==> config.mk <==
export PLATFORM = sky130hd
export DESIGN_NAME = keycode_arbiter
export DESIGN_NICKNAME = d
export VERILOG_FILES = /design/src/rtl/keycode_arbiter.sv
export SDC_FILE = /design/constraint.sdc
export NUM_CORES = 1
export LEC_CHECK = 0
export CAP_MARGIN = 20
export CORE_MARGIN = 5
export CORE_UTILIZATION = 32
export DETAILED_ROUTE_END_ITERATION = 7
export PLACE_DENSITY = 0.76
export SLEW_MARGIN = 20
export SYNTH_ARGS = -nofsm -noshare
export SYNTH_HDL_FRONTEND = slang
export SYNTH_SLANG_ARGS = --single-unit
==> constraint.sdc <==
create_clock -name Clk -period 2.02 [get_ports Clk]
set_input_delay 0.303 -clock Clk [delete_from_list [all_inputs] [get_ports Clk]]
set_output_delay 0.303 -clock Clk [all_outputs]
set_load 0.005 [all_outputs]
==> src/rtl/keycode_arbiter.sv <==
// Two-player keycode arbiter: decodes left/right/up per player from packed USB slots,
// resolves SOCD conflicts and emits jump pulses; optional KEYCODE_ARBITER_DEBOUNCE_EN.

module keycode_arbiter_player #(
    parameter int         SOCD_MODE = 0,
    parameter logic [7:0] LEFT      = 8'h50,
    parameter logic [7:0] RIGHT     = 8'h4F,
    parameter logic [7:0] UP        = 8'h52
) (
    input  logic        Clk,
    input  logic        Reset_n,
    input  logic        frame_tick,
    input  logic        i_raw_l,
    input  logic        i_raw_r,
    input  logic        i_raw_u,
    output logic [15:0] o_code,
    output logic        o_jump,
    output logic        o_conflict
);
    typedef enum logic [1:0] {DIR_NONE, DIR_LEFT, DIR_RIGHT} dir_t;

    logic w_l, w_r, w_u;

`ifdef KEYCODE_ARBITER_DEBOUNCE_EN
    // A press counts only once the raw key was also present at the previous tick.
    logic r_conf_l, r_conf_r, r_conf_u;

    always_ff @(posedge Clk) begin
        if (!Reset_n) begin
            r_conf_l <= 1'b0;
            r_conf_r <= 1'b0;
            r_conf_u <= 1'b0;
        end else if (frame_tick) begin
            r_conf_l <= i_raw_l;
            r_conf_r <= i_raw_r;
            r_conf_u <= i_raw_u;
        end
    end

    assign w_l = i_raw_l & r_conf_l;
    assign w_r = i_raw_r & r_conf_r;
    assign w_u = i_raw_u & r_conf_u;
`else
    assign w_l = i_raw_l;
    assign w_r = i_raw_r;
    assign w_u = i_raw_u;
`endif

    logic        r_pl, r_pr, r_pu;
    dir_t        r_last, w_last_nxt;
    logic        w_rose_l, w_rose_r;
    logic [7:0]  w_horiz;
    logic [15:0] r_code;
    logic        r_jump, r_conflict;

    assign w_rose_l = w_l & ~r_pl;
    assign w_rose_r = w_r & ~r_pr;

    always_comb begin
        w_last_nxt = r_last;
        if (w_rose_l && !w_rose_r)      w_last_nxt = DIR_LEFT;
        else if (w_rose_r && !w_rose_l) w_last_nxt = DIR_RIGHT;
        else if (w_rose_l && w_rose_r)  w_last_nxt = DIR_NONE;
    end

    // Both held: neutral, or the direction decided on this very tick.
    always_comb begin
        w_horiz = 8'h00;
        case ({w_l, w_r})
            2'b10: w_horiz = LEFT;
            2'b01: w_horiz = RIGHT;
            2'b11: begin
                if (SOCD_MODE == 1) begin
                    if (w_last_nxt == DIR_LEFT)       w_horiz = LEFT;
                    else if (w_last_nxt == DIR_RIGHT) w_horiz = RIGHT;
                end
            end
            default: w_horiz = 8'h00;
        endcase
    end

    always_ff @(posedge Clk) begin
        if (!Reset_n) begin
            r_pl       <= 1'b0;
            r_pr       <= 1'b0;
            r_pu       <= 1'b0;
            r_last     <= DIR_NONE;
            r_code     <= 16'h0000;
            r_jump     <= 1'b0;
            r_conflict <= 1'b0;
        end else if (frame_tick) begin
            r_pl       <= w_l;
            r_pr       <= w_r;
            r_pu       <= w_u;
            r_last     <= w_last_nxt;
            r_code     <= {(w_u ? UP : 8'h00), w_horiz};
            r_jump     <= w_u & ~r_pu;
            r_conflict <= w_l & w_r;
        end else begin
            r_jump     <= 1'b0;
        end
    end

    assign o_code     = r_code;
    assign o_jump     = r_jump;
    assign o_conflict = r_conflict;
endmodule

module keycode_arbiter #(
    parameter int         SLOTS      = 4,
    parameter int         SOCD_MODE  = 0,
    parameter logic [7:0] BOY_LEFT   = 8'h50,
    parameter logic [7:0] BOY_RIGHT  = 8'h4F,
    parameter logic [7:0] BOY_UP     = 8'h52,
    parameter logic [7:0] GIRL_LEFT  = 8'h04,
    parameter logic [7:0] GIRL_RIGHT = 8'h07,
    parameter logic [7:0] GIRL_UP    = 8'h1A
) (
    input  logic               Clk,
    input  logic               Reset_n,
    input  logic               frame_tick,
    input  logic [8*SLOTS-1:0] keycodes,
    output logic [15:0]        keycode_boy,
    output logic [15:0]        keycode_girl,
    output logic               jump_boy,
    output logic               jump_girl,
    output logic               conflict_boy,
    output logic               conflict_girl
);
    // w_raw bit order: boy L/R/U, girl L/R/U
    logic [5:0] w_raw;

    always_comb begin
        logic [7:0] slot;
        w_raw = 6'b0;
        for (int i = 0; i < SLOTS; i++) begin
            slot = keycodes[8*i +: 8];
            if (slot != 8'h00) begin
                if (slot == BOY_LEFT)   w_raw[0] = 1'b1;
                if (slot == BOY_RIGHT)  w_raw[1] = 1'b1;
                if (slot == BOY_UP)     w_raw[2] = 1'b1;
                if (slot == GIRL_LEFT)  w_raw[3] = 1'b1;
                if (slot == GIRL_RIGHT) w_raw[4] = 1'b1;
                if (slot == GIRL_UP)    w_raw[5] = 1'b1;
            end
        end
    end

    keycode_arbiter_player #(
        .SOCD_MODE(SOCD_MODE), .LEFT(BOY_LEFT), .RIGHT(BOY_RIGHT), .UP(BOY_UP)
    ) u_boy (
        .Clk(Clk), .Reset_n(Reset_n), .frame_tick(frame_tick),
        .i_raw_l(w_raw[0]), .i_raw_r(w_raw[1]), .i_raw_u(w_raw[2]),
        .o_code(keycode_boy), .o_jump(jump_boy), .o_conflict(conflict_boy)
    );

    keycode_arbiter_player #(
        .SOCD_MODE(SOCD_MODE), .LEFT(GIRL_LEFT), .RIGHT(GIRL_RIGHT), .UP(GIRL_UP)
    ) u_girl (
        .Clk(Clk), .Reset_n(Reset_n), .frame_tick(frame_tick),
        .i_raw_l(w_raw[3]), .i_raw_r(w_raw[4]), .i_raw_u(w_raw[5]),
        .o_code(keycode_girl), .o_jump(jump_girl), .o_conflict(conflict_girl)
    );
endmodule

## Word-level counts from Yosys, hierarchy flattened

Index checks and enable logic that the tools add are counted.

- Register bits: 38
- Bits of input ports: 35
- Output and inout port bits: 36
- Word-level logic and storage cells: 79

- Eq/ne operators: 28
- Muxes and demuxes: 32
- Bitwise operators: 6
- Reductions and logical operators: 5

Operators with widths:

| cell | count |
|---|---|
| $eq 8x7->1 const B | 12 |
| $eq 8x3->1 const B | 8 |
| $eq 8x5->1 const B | 4 |
| $reduce_bool 8->1 | 4 |
| $mux 1 | 24 |
| $mux 6 | 4 |
| $pmux 7 s2 | 1 |
| $mux 7 | 1 |
| $pmux 3 s2 | 1 |
| $mux 5 | 1 |
| $and 1x1->1 | 4 |
| $eq 2x1->1 const B | 2 |
| $eq 2x2->1 const B | 2 |
| $not 1->1 | 2 |
| $reduce_and 2->1 | 1 |

## Depth between registers and ports, before layout

- Depth in word-level cells: 11
- Depth in mapped cells: 7
- Depth with buffers taken out: 7

## By module

Synthesis repeated with hierarchy kept, for this count alone.

- Cells, all modules: 126
- Area total of the unflattened synthesis: 1096.1 µm²

Modules (own cells, without submodules):

| module | times used | cells an instance | area each (µm²) | seq. area each (µm²) |
|---|---|---|---|---|
| keycode_arbiter | 1 | 56 | 405.4 | 0.0 |
| keycode_arbiter_player (u_boy) | 1 | 37 | 367.9 | 120.1 |
| keycode_arbiter_player (u_girl) | 1 | 33 | 322.8 | 100.1 |

## Worst setup path before layout

No wires, ideal clock.

- Kind: input to register
- Start: input port keycodes[21]
- End: register u_girl.r_code[1] (netlist: u_girl.o_code[1])
- Library setup time: 0.116 ns
- Data arrival time: 1.850 ns
- Required time: 1.904 ns
- Setup slack: 0.054 ns
- Stages: 6
- Path buffers: 0
- Cell sequence: or4b_4 -> or4_4 -> and4_1 -> ha_1 -> mux2i_1 -> nor2b_1

- Longest elaborated chain between the ends: 7
- Elaborated cells between the ends (all ways): 12
- Classes of those cells: eq/ne (4); mux (7); reduce/logical (1)

Ends and longest elaborated chain:

| what | line | source |
|---|---|---|
| start, declared | 122 | `input logic [8*SLOTS-1:0] keycodes,` |
| $eq 8x3->1, on equally long branches | 143, 142 |  |
| $mux 1, on equally long branches | 143, 142 |  |
| $mux 6 * | 138 | `if (slot != 8'h00) begin` |
| $mux 1, on equally long branches | 143, 142 |  |
| $mux 6 * | 138 |  |
| $eq 2x1->1 or $eq 2x2->1 (tied branches) | 69 | `case ({w_l, w_r})` |
| $pmux 3 s2 * | 69 |  |
| end signal, assigned | 96 | `r_code <= {(w_u ? UP : 8'h00), w_horiz};` |
| end, declared | 53 | `logic [15:0] r_code;` |

Mark *: on every way between the ends. The rest lies on a longest branch, timed or not.
A chain may end at the register's enable or synchronous reset.

## Worst setup path after layout

- Start: input port keycodes[17]
- End: register u_girl.r_code[1] (netlist: u_girl.o_code[1])

Same word-level chain as after synthesis.

==> impl_metrics.xml <==
<?xml version="1.0" encoding="UTF-8"?>
<metrics>
  <group name="setup_path">
    <metric name="worst_ep_arrival_time" unit="ns">2.09</metric>
    <metric name="ff2ff_setup_slack" unit="ns">1.34</metric>
    <metric name="setup.worst_path.start_class" unit="">primary input</metric>
    <metric name="reg2reg_launch_point" unit="">u_girl.o_code[11]</metric>
    <metric name="r2r-end" unit="">u_girl.o_code[11]</metric>
    <metric name="critical_path_peak_fanout" unit="">2</metric>
    <metric name="worst-setup-path-type" unit="">primary input to register</metric>
    <metric name="timing.reg2reg.worst_path_depth" unit="">2</metric>
    <metric name="crit_required" unit="ns">2.18</metric>
    <metric name="critical_path.endpoint_type" unit="">register</metric>
  </group>
  <group name="synthesis">
    <metric name="synthFlopType" unit="">sky130_fd_sc_hd__dfxtp_1</metric>
    <metric name="ys_async_sr_fraction" unit="%">0</metric>
    <metric name="synth_edf_count" unit="">0</metric>
    <metric name="cell_count_after_synthesis" unit="">132</metric>
    <metric name="synth.ff_latch_count" unit="">11</metric>
    <metric name="synth_area_leaders" unit="">sky130_fd_sc_hd__dfxtp_1 (21%), sky130_fd_sc_hd__buf_4 (19%), sky130_fd_sc_hd__mux2i_1 (6.5%)</metric>
    <metric name="synthDominantAreaCellType" unit="">sky130_fd_sc_hd__dfxtp_1</metric>
    <metric name="synth.yosys.seq_area_share" unit="%">20.5</metric>
    <metric name="synth.lib_cells_used.distinct" unit="">35</metric>
    <metric name="synth.avg_cell_area" unit="µm²">8.12</metric>
    <metric name="ys.warnings.count" unit="">0</metric>
    <metric name="synth_top_cell_area_share" unit="%">20.5</metric>
    <metric name="mappedNetlistArea" unit="µm²">1070</metric>
  </group>
  <group name="global_routing">
    <metric name="grt_util_all_layers" unit="%">11.9</metric>
    <metric name="grt.overflow.total" unit="">0</metric>
    <metric name="grt_pass1_vias" unit="">1018</metric>
    <metric name="number_of_antenna_violations_at_the_first_check_in_global_routing" unit="">0</metric>
    <metric name="grt_first_pass_wirelength" unit="µm">4330</metric>
    <metric name="grt_max_degree" unit="">13</metric>
  </group>
  <group name="final_layout">
    <metric name="antennaDiodeCount" unit="">0</metric>
    <metric name="final_common_cell" unit="">sky130_fd_sc_hd__clkdlybuf4s50_1</metric>
    <metric name="post_layout_nonfiller_instances" unit="">246</metric>
    <metric name="synthToLayoutAreaGrowth" unit="%">66.6</metric>
    <metric name="drive_above_1_share" unit="%">19.5</metric>
    <metric name="layout.cell_area.non_filler" unit="µm²">1790</metric>
    <metric name="design.final.nets" unit="">241</metric>
    <metric name="most_used_cells_in_the_layout_excluding_fill_and_tap_cells" unit="">sky130_fd_sc_hd__clkdlybuf4s50_1 (47), sky130_fd_sc_hd__buf_4 (23), sky130_fd_sc_hd__conb_1 (17)</metric>
  </group>
  <group name="floorplan">
    <metric name="effective_utilization_at_floorplan" unit="%">32.6</metric>
    <metric name="placementRows" unit="">21</metric>
    <metric name="design.die.area" unit="µm²">4610</metric>
    <metric name="die_h" unit="µm">67.9</metric>
    <metric name="ioPinCount" unit="">71</metric>
    <metric name="floorplan_core_area" unit="µm²">3280</metric>
    <metric name="floorplan.die.width" unit="µm">67.9</metric>
  </group>
  <group name="drt">
    <metric name="drtPass1Iterations" unit="">4</metric>
    <metric name="routed_wl" unit="µm">2900</metric>
    <metric name="first_iter_violations" unit="">52</metric>
    <metric name="detail-route-antenna-nets" unit="">0</metric>
    <metric name="routed_wire_length_per_instance" unit="µm">11.8</metric>
    <metric name="routed_via_density" unit="">4.68</metric>
    <metric name="drc" unit="">0</metric>
    <metric name="detailroute.via_count" unit="">1151</metric>
  </group>
  <group name="clock_network">
    <metric name="setup_fix_bufs_post_cts" unit="">0</metric>
    <metric name="clock_root_buffer_master" unit="">sky130_fd_sc_hd__clkbuf_4</metric>
    <metric name="clk_latency_worst_skew_pair" unit="ns">0.26</metric>
    <metric name="cts_max_level" unit="">1</metric>
    <metric name="cts_inserted_buffers" unit="">3</metric>
    <metric name="cts_tree" unit="">yes</metric>
    <metric name="clkSinkCount" unit="">11</metric>
    <metric name="cts.hold.buffers_added" unit="">0</metric>
    <metric name="clk_path_buf_depth" unit="">2</metric>
    <metric name="worst_setup_hold_path_clk_slew" unit="ns">0.07</metric>
  </group>
  <group name="pwr">
    <metric name="power-per-cell-area" unit="nW/µm²">313</metric>
    <metric name="cellLeakagePower" unit="nW">0.717</metric>
    <metric name="power.ir.vdd_worst" unit="mV">0.184</metric>
  </group>
  <group name="sta">
    <metric name="fmax" unit="MHz">519</metric>
    <metric name="timing.final.crit_share" unit="%">95.5</metric>
    <metric name="max_slew.worst_pin.slew" unit="ns">0.530</metric>
    <metric name="finalSetupViolations" unit="">0</metric>
    <metric name="timing.hold.ws" unit="ns">0.498</metric>
    <metric name="period_needed" unit="ns">1.93</metric>
    <metric name="timing.final.hold_violations" unit="">0</metric>
    <metric name="grt_setup_unrepaired" unit="">no</metric>
    <metric name="maxSlewViolCount" unit="">0</metric>
    <metric name="totalNegativeSetupSlack" unit="ns">0</metric>
    <metric name="fin_skew" unit="ns">0.0000329</metric>
    <metric name="worst_slew_margin_rel" unit="%">64.3</metric>
  </group>
  <group name="run">
    <metric name="cap_violations" unit="">0</metric>
  </group>
  <group name="run_status">
    <metric name="status" unit="">completed</metric>
  </group>
  <group name="place">
    <metric name="input_output_buffers" unit="">53</metric>
    <metric name="globalplace.congestion" unit="">0.828</metric>
    <metric name="placed_cells" unit="">242</metric>
    <metric name="placed_area" unit="µm²">1690</metric>
    <metric name="place_hpwl" unit="µm">2500</metric>
  </group>
  <group name="min_path">
    <metric name="min_path_cells" unit="">1</metric>
    <metric name="hold_path_end" unit="">u_boy.o_jump</metric>
    <metric name="holdCritPathClass" unit="">register to register</metric>
    <metric name="holdCritStartpoint" unit="">u_boy.o_code[12]</metric>
  </group>
</metrics>
worst max-delay path, cell delays in order:
cell                              delay [ns]
sky130_fd_sc_hd__clkdlybuf4s50_1        0.42
sky130_fd_sc_hd__or2_2                  0.34
sky130_fd_sc_hd__or4_4                  0.49
sky130_fd_sc_hd__and4_1                 0.17
sky130_fd_sc_hd__ha_1                   0.17
sky130_fd_sc_hd__mux2i_1                0.13
sky130_fd_sc_hd__nor2b_1                0.06
power by group:
group / total [mW] / switching (mW) / internal, mW
sequential: 0.223 / 0.00298 / 0.220
combinational: 0.189 / 0.0733 / 0.116
clock: 0.147 / 0.0709 / 0.0762
worst max-delay path by stage:
| stage | from | endpoint | slack (ns) | cells after the start |
|---|---|---|---|---|
| after floorplan | keycodes[21] | u_girl.o_code[1] | 0.05 | 6 |
| after global placement | keycodes[21] | u_girl.o_code[1] | -0.44 | 7 |
| after detailed placement | keycodes[21] | u_girl.o_code[1] | -0.48 | 7 |
| after CTS | keycodes[22] | u_boy.o_code[6] | 0.009 | 8 |
| after global routing | keycodes[25] | u_boy.o_code[4] | 0.003 | 9 |
| final | keycodes[17] | u_girl.o_code[1] | 0.09 | 7 |
per-stage QoR:
stage / setup WS, ns / util, % / total power, mW
floorplan: 0.0536 / - / 0.307
global placement: -0.439 / 51.4 / 0.408
detailed placement: -0.485 / 51.4 / 0.410
CTS: 0.00915 / 53.1 / 0.558
global route: 0.00262 / 54.4 / 0.596
finish: 0.0914 / 54.4 / 0.559
routing by layer:
metal	share of wire, %	up-vias	wire, µm	global-route usage (%)
li1	-	585	-	-
met2	50	37	1440	19.4
met3	8.5	2	247	2.46
met5	0	-	0	0
met4	0.65	0	19	2.98
met1	41	527	1200	16.0
Yosys cell counts, drive strengths merged (3+ instances only):
cell,count
buf,28
dfxtp,11
ha,5
mux2i,7
nand2,8
nand3,4
nor2,11
nor2b,8
nor3,8
nor4,3
nor4b,4
o21ai,4
or4b,4
what timing repair did:
item,CTS,global route
pin swaps,5,3
endpoints found under the setup margin,6,4
resized for setup,11,9
flip-flops by register name, summed over array words and instances (netlist names):
name / cells
u_boy.o_code: 4
u_boy.o_jump: 1
u_girl.o_code: 3
u_boy.o_conflict: 1
u_girl.o_conflict: 1
u_girl.o_jump: 1
cell type report:
| cell class | instances | area (µm²) |
|---|---|---|
| fill | 306 | 1500 |
| multi-input combinational | 109 | 779 |
| sequential | 11 | 220 |
| clock buffer | 4 | 26.3 |
| tap | 46 | 57.6 |
| timing repair buffer | 76 | 703 |
logic make-up after synthesis:
| group | share of synthesized area [%] |
|---|---|
| other | 0.350 |
| adder cells (fa/ha/maj) | 5.83 |
| AO/OA/AOI/OAI | 7.24 |
| AND/OR/NAND/NOR | 40.3 |
| multiplexers | 6.53 |
| flip-flops | 20.5 |
| buffers and inverters | 19.3 |
Power figures use the tool's default switching activity.
